### src/rtl/digit_serialiser.sv
// digit_serialiser: RISC-V sized load unpack / store gather between word RAM and a digit-serial datapath
module digit_serialiser #(
    parameter int WORD_W  = 32,
    parameter int DIGIT_W = 1
) (
    input  logic                  clk,
    input  logic                  rst,
    input  logic                  start,
    input  logic                  mode,
    input  logic [2:0]            func,
    input  logic [1:0]            byte_off,
    input  logic [WORD_W-1:0]     word_in,
    input  logic [DIGIT_W-1:0]    digit_in,
    output logic [DIGIT_W-1:0]    digit_out,
    output logic                  digit_valid,
    output logic                  digit_ready,
    output logic [WORD_W-1:0]     word_out,
    output logic [WORD_W/8-1:0]   wr_mask,
    output logic                  busy,
    output logic                  done,
    output logic                  misaligned
);
    localparam int N  = WORD_W / DIGIT_W;
    localparam int CW = N > 1 ? $clog2(N) : 1;
    localparam int MW = WORD_W / 8;
    localparam logic [CW-1:0] LAST = CW'(N - 1);

    typedef enum logic [1:0] {IDLE, LOAD, STORE, DONE} state_t;
    state_t state, state_nx;

    logic [CW-1:0]     cnt;
    logic [WORD_W-1:0] shreg, shifted, val_mask, extracted, gathered;
    logic [MW-1:0]     bmask;
    logic [2:0]        func_q, fsel;
    logic [1:0]        off_q, osel, lg;
    logic [5:0]        sbits;
    logic              mis_q, bad, last, sign, is_b, is_h, is_w;

    // Sizing is decoded from the live inputs in IDLE and from the latched copy afterwards
    always_comb begin
        fsel      = state == IDLE ? func : func_q;
        osel      = state == IDLE ? byte_off : off_q;
        is_b      = fsel[1:0] == 2'b00;
        is_h      = fsel[1:0] == 2'b01;
        is_w      = fsel[1];
        lg        = is_b ? 2'd0 : is_h ? 2'd1 : 2'd2;
        sbits     = 6'd8 << lg;
        val_mask  = ~({WORD_W{1'b1}} << sbits);
        bmask     = ~({MW{1'b1}} << (3'd1 << lg));
        bad       = (is_h & osel[0]) | (is_w & (osel != 2'd0));
        shifted   = word_in >> {osel, 3'b000};
        sign      = ~fsel[2] & ~is_w & (is_b ? shifted[7] : shifted[15]);
        extracted = (shifted & val_mask) | (sign ? ~val_mask : '0);
        gathered  = (shreg >> DIGIT_W) | (WORD_W'(digit_in) << (WORD_W - DIGIT_W));
        last      = cnt == LAST;
        state_nx  = state == IDLE ? (start ? (bad ? DONE : mode ? STORE : LOAD) : IDLE)
                  : state == DONE ? IDLE
                  : last ? DONE : state;
    end

    always_ff @(posedge clk or negedge rst) begin
        if (!rst) state <= IDLE;
        else      state <= state_nx;
    end

    always_ff @(posedge clk or negedge rst) begin
        if (!rst) begin
            cnt      <= '0;
            shreg    <= '0;
            func_q   <= '0;
            off_q    <= '0;
            mis_q    <= 1'b0;
            word_out <= '0;
            wr_mask  <= '0;
        end else if (state == IDLE && start) begin
            cnt      <= '0;
            shreg    <= mode ? '0 : extracted;
            func_q   <= func;
            off_q    <= byte_off;
            mis_q    <= bad;
            word_out <= '0;
            wr_mask  <= '0;
        end else if (state == LOAD) begin
            shreg <= shreg >> DIGIT_W;
            cnt   <= cnt + 1'b1;
        end else if (state == STORE) begin
            shreg <= gathered;
            cnt   <= cnt + 1'b1;
            if (last) begin
                word_out <= (gathered & val_mask) << {off_q, 3'b000};
                wr_mask  <= bmask << off_q;
            end
        end
    end

    assign digit_out   = state == LOAD ? shreg[DIGIT_W-1:0] : '0;
    assign digit_valid = state == LOAD;
    assign digit_ready = state == STORE;
    assign busy        = state != IDLE;
    assign done        = state == DONE;
    assign misaligned  = done & mis_q;
endmodule
### config.mk
export PLATFORM = sky130hd
export DESIGN_NAME = digit_serialiser
export DESIGN_NICKNAME = d
export VERILOG_FILES = /design/src/rtl/digit_serialiser.sv
export SDC_FILE = /design/constraint.sdc
export NUM_CORES = 1
export LEC_CHECK = 0
export ABC_AREA = 1
export BUFFER_PORTS_ARGS = -buffer_cell sky130_fd_sc_hd__buf_2
export CAP_MARGIN = 0
export CORE_MARGIN = 2
export CORE_UTILIZATION = 57
export DETAILED_ROUTE_END_ITERATION = 8
export GPL_TIMING_DRIVEN = 0
export PLACE_DENSITY = 0.81
export REMOVE_ABC_BUFFERS = 1
export SYNTH_ARGS = -nofsm -noshare
export SYNTH_HDL_FRONTEND = slang
export SYNTH_SLANG_ARGS = --single-unit
### constraint.sdc
create_clock -name clk -period 2 [get_ports clk]
set_input_delay 0.3 -clock clk [delete_from_list [all_inputs] [get_ports clk]]
set_output_delay 0.3 -clock clk [all_outputs]
set_load 0.05 [all_outputs]
======== After elaboration in Yosys (flattened, before gate mapping) ========
Index checks and enable logic that the tools add are counted.
storage, ports and cells
  word-level logic and storage cells ...... 75
  register bits after elaboration ......... 81
  input bits .............................. 42
operators by class
  shift-type cells ........................ 7
  bitwise gates (word level) .............. 15
  equality and inequality tests ........... 6
  multiplexer cells ....................... 28
  add/sub/neg operators ................... 1
  reduce and logical (&&, ||, !) cells .... 10
operator list
  kind                                               count
  two-way mux 32 bit                                 9
  bitwise AND 32 bit                                 2
  inverter 32 bit                                    2
  bitwise OR 31 x 32 -> 32 bit                       1
  bitwise OR 32 bit                                  1
  left shift 32 x 5 -> 32 bit                        1
  left shift 32 x 6 -> 32 bit, first input constant  1
  >> shifter 32 x 5 -> 32 bit                        1
  two-way mux 2 bit                                  9
  two-way mux 4 bit                                  4
  two-way mux 5 bit                                  3
  nonzero test 2 bit                                 4
  nonzero test 3 bit                                 2
  left shift 4 x 2 -> 6 bit, first input constant    1
  adder 5 x 1 -> 5 bit, second input constant        1
  bitwise AND 1 bit                                  5
  == test 5 bit, second input constant               1
  == test 2 x 1 -> 1 bit, second input constant      2
  == test 2 bit, second input constant               2
  logical NOT 2 bit                                  2
  inverter 4 bit                                     1
  left shift 4 x 2 -> 4 bit                          1
  left shift 4 x 3 -> 4 bit, first input constant    1
  two-way mux 3 bit                                  1
  other kinds (7)                                    9

======== Longest topological paths before layout ========
  depth in word-level cells ............... 14
  depth in mapped cells ................... 13
  depth with buffers taken out ............ 13

======== Least setup slack after synthesis ========
Ideal clock, no wire load.
  path type ............................... flip-flop to flip-flop
  from .................................... reg state[0]
  to ...................................... reg word_out[0]
  slack ................................... -0.009 ns
  data arrival time ....................... 1.926 ns
  cell stages (with the launch flop) ...... 9
  buffers on the path ..................... 0
  period minus slack after synthesis ...... 2.009 ns
  cell sequence ........................... dfrtp_1 > inv_1 > ha_1 > nand3_1 > nor2_1 > inv_1 > nor2_1 > nand2_1 > o21ai_0
between the ends
  elaborated cells between the ends (all ways) .. 22
  classes of those cells .................. eq/ne (4); shift (3); mux (7); bitwise (2); reduce/logical (6)
RTL lines
  element                               RTL line  RTL
  start, declared                       29        state_t state, state_nx;
  start signal, assigned                63        else state <= state_nx;
  == test 2 bit                         --
  named net digit_ready                 16        output logic digit_ready,
  nonzero test 2 bit (no source line)   --
  AND reduction 3 bit (no source line)  --
  end signal, assigned                  90        word_out <= (gathered & val_mask) << {off_q, 3'b000};
  end, declared                         17        output logic [WORD_W-1:0] word_out,
The timed path passes the listed nets, and every way through them passes these cells. The select of a mux whose other input is x is not followed.
A chain may end at the register's enable or synchronous reset.

======== Worst setup path in the final report ========
  from .................................... reg state[0]
  to ...................................... reg shreg[21]
between the ends
  cells in the longest elaborated chain, start to end .. 13
  elaborated cells between the ends (all ways) .. 27
  classes of those cells .................. eq/ne (3); shift (3); mux (9); bitwise (8); reduce/logical (4)
ends and longest elaborated chain
  element                          RTL line    RTL
  logical NOT 2 bit                41, 42, 75
  two-way mux 3 bit                41          fsel = state == IDLE ? func : func_q;
  == test 2 x 1 -> 1 bit           44          is_h = fsel[1:0] == 2'b01;
  two-way mux 2 bit (2 in series)  46          lg = is_b ? 2'd0 : is_h ? 2'd1 : 2'd2;
  left shift 4 x 2 -> 6 bit        47          sbits = 6'd8 << lg;
  left shift 32 x 6 -> 32 bit      48          val_mask = ~({WORD_W{1'b1}} << sbits);
  inverter 32 bit                  48
  inverter 32 bit                  53          extracted = (shifted & val_mask) | (sign ? ~val_mask : '0);
  two-way mux 32 bit               53
  bitwise OR 32 bit                53
  two-way mux 32 bit               77          shreg <= mode ? '0 : extracted;
  two-way mux 32 bit               75          end else if (state == IDLE && start) begin
  end signal, assigned             77
  end signal, assigned             84          shreg <= shreg >> DIGIT_W;
  end signal, assigned             87          shreg <= gathered;
  end, declared                    32          logic [WORD_W-1:0] shreg, shifted, val_mask, extracted, gathered;
Several ways; a longest one is shown, not always the timed one.

==> impl_metrics.yaml <==
run_status:
  outcome: "finished, violations left"
  violations: "negative setup slack"
die:
  die-height_microns: 95.8
  fp.coreArea_sq_um: 8220
  ios: 84
  rows: 33
  die_area_sq_um: 9190
  start_util_pct: 58.5
  die_w_microns: 95.8
layout:
  layout-drive-gt1-share_pct: 27.0
  layout_commonest_cell: "nand2_1"
  n_fill_cell: 595
  fin_area_sq_um: 6100
  syn_to_final_growth_pct: 26.8
  fin_util_pct: 74.2
  register_area_sq_um: 2030
  multiInputGateArea_sq_um: 2740
  nets: 808
  layout_common_cells: "nand2_1, o21ai_0, buf_2, dfrtp_1, nor2_1"
  antenna_cells: 0
worst_setup_path:
  crit_family: "simple AND/OR/NAND/NOR gates"
  rrSetupSlack_ps: -100
  critical_path_required_ps: 2230
  cp.arrival_ps: 2330
  r2r-end: "shreg[21]"
  crit_path_end_kind: "flop"
  cp_cell_sequence: "inv_2 -> ha_4 -> buf_4 -> nand2_4 -> nand2_8 -> clkinv_8 -> nand3_2 -> nand3_2 -> nand3_4 -> nand2_4 -> nand2_2 -> a21oi_2"
  slowest_stage: "dfrtp_1"
  regToRegStartpoint: "state[0]"
  start_kind: "flop"
  worst-path-buf-inv: 3
  reg2regPathDepth: 12
  worstSetupPathType: "reg -> reg"
  slowest_delay_ps: 410
  worst-path-max-fanout: 9
clocking:
  root_buffer: "clkbuf_8"
  cts_inserted_buffers: 9
  insertion_delay_ps: 360
  htree_levels: 3
  cts_buffer_depth: 2
  cts_tree: "built"
  cts.sinks: 81
  clkTransAtPathRegs_ps: 100
sta:
  rsz0062_at_grt: "yes"
  slew_headroom_pct: 40.0
  fin_crit_sh_pct: 105
  worst_clock_skew_ps: 22.1
  fin_crit_ps: 2100
  slew_viol_final: 0
  setup_viol: 29
  max_clock_freq_mhz: 475
  timing.hold.ws_ps: 203
  setup_ws_ps: -103
  worst_pin_slew_ps: 898
  hold_viol: 0
grt:
  grt_max_degree: 52
  grt_usage_pct: 31.5
  antenna_found_initial: 0
  grt_first_pass_wirelength_microns: 22300
  grt_remaining_overflow: 0
  grt_pass1_vias: 4605
detailed_routing:
  first_pass_iters: 6
  ant_nets: 0
  vias: 5498
  wl_met2_microns: 7360
  wl_microns: 16000
  m1WireLength_microns: 6140
  drc: 0
  wl_met3_microns: 1680
  viasPerCell: 6.33
  top_layer: "met4"
  routedWlPerCell_microns: 18.5
  drt_iter0_drc: 601
place:
  port_buffers: 83
  place_area_sq_um: 5200
  hpwl_microns: 8850
  place.gp.congestion: 0.877
min_path:
  hold_class: "in -> reg"
  holdPathStages: 3
  whs_endpoint: "func_q[1]"
  worstHoldStart: "func[1]"
synthesis:
  synth_cell_types: 27
  synthCells: 667
  yosysSeqAreaShare_pct: 42.2
  avgSynthCellArea_sq_um: 7.21
  synth_seq_cells: 81
  synth_area_sq_um: 4810
  yosysWarningCount: 0
pwr:
  p_per_area_nw_per_um2: 1870
  p_total_uw: 11400
  ir_worst_vdd_uv: 1090
  p_leak_uw: 0.00300
job:
  drv_cap: 0
[cells in the mapped netlist]
| cell type | number | area, sq um |
|---|---|---|
| inv_1 | 51 | 191 |
| inv_2 | 5 | 18.8 |
| nor2_1 | 70 | 263 |
| o211ai_1 | 19 | 143 |
| nand2_2 | 5 | 31.3 |
| nand2_1 | 142 | 533 |
| nor3_1 | 4 | 20.0 |
| o21ai_0 | 99 | 495 |
| nor2_2 | 2 | 12.5 |
| nand2_4 | 2 | 22.5 |
| a31oi_1 | 8 | 50.1 |
| inv_4 | 1 | 6.26 |
| a21oi_1 | 53 | 265 |
| nor2_4 | 2 | 22.5 |
| nand3_1 | 57 | 285 |
| o21a_1 | 1 | 7.51 |
| o21ai_1 | 1 | 5.00 |
| buf_4 | 2 | 15.0 |
| a22oi_1 | 6 | 45.0 |
| nand3_2 | 1 | 10.0 |
| a211oi_1 | 4 | 30.0 |
| dfrtp_1 | 81 | 2030 |
| buf_6 | 1 | 11.3 |
| clkbuf_1 | 22 | 82.6 |
| buf_2 | 15 | 75.1 |
| a21oi_2 | 6 | 52.6 |
| ha_1 | 7 | 87.6 |
[metrics by stage]
stage	setup WS [ps]	std cells	TNS, ps
floorplan	-641	627	-30950
global placement	-1160	815	-75060
detailed placement	-1230	816	-80310
CTS	-21.6	851	-47.3
global route	-178	869	-3350
finish	-103	869	-1330
[metal layers]
metal  track usage, %  vias up
met1             42.4     2528
li1                 -     2424
met2             50.9      447
met3             4.15       99
met5                0        -
met4             14.6        0
[sequential cells by signal, summed over array words and instances (netlist names)]
signal    flops
off_q         2
cnt           5
shreg        32
wr_mask       4
state         2
mis_q         1
func_q        3
word_out     32
[final cells by class]
cell class | instances | area share, %
clock buffers | 12 | 2.71
repair buffers | 114 | 11.9
multi-input cells | 495 | 44.9
repair inverters | 1 | 0.0821
well taps | 105 | 2.16
flip-flops and latches | 81 | 33.4
clock inverters | 4 | 0.800
inverters | 57 | 4.06
[worst max-delay path by stage]
stage,from,endpoint,slack [ps],depth (start not counted)
floorplan,state[0],word_out[16],-640,8
global placement,state[0],shreg[7],-1160,8
detailed placement,state[0],shreg[7],-1230,8
CTS,state[0],shreg[11],-20,12
global route,state[0],shreg[29],-180,11
finish,state[0],shreg[21],-100,12
[where the power goes]
group | switching, uW | total [uW] | internal, uW
clock network | 600 | 1280 | 680
registers | 628 | 2910 | 2280
logic | 4860 | 7190 | 2330
total | 6090 | 11400 | 5290
[cells by family after synthesis]
kind of cell    after synthesis  share of synthesized area, %
compound gates              197                          22.7
fa+ha+maj                     7                          1.82
buf+inv                      97                          8.33
flops                        81                          42.2
simple gates                285                          25.0
[worst register-to-register path, stage by stage (launching register included)]
cell and delay [ps]:
dfrtp_1 410, inv_2 120, ha_4 260, buf_4 170, nand2_4 100, nand2_8 160
clkinv_8 90, nand3_2 110, nand3_2 110, nand3_4 150, nand2_4 120, nand2_2 120
a21oi_2 70
[timing repair]
action,4_1_cts,5_1_grt
hold buffers,1,0
buffers inserted,13,16
endpoints found under the hold margin,30,0
endpoints found under the setup margin,81,61
gates resized for setup,39,51
pin swaps,9,19
cloned,5,2
Note: power is estimated with default switching activity, not from simulation.
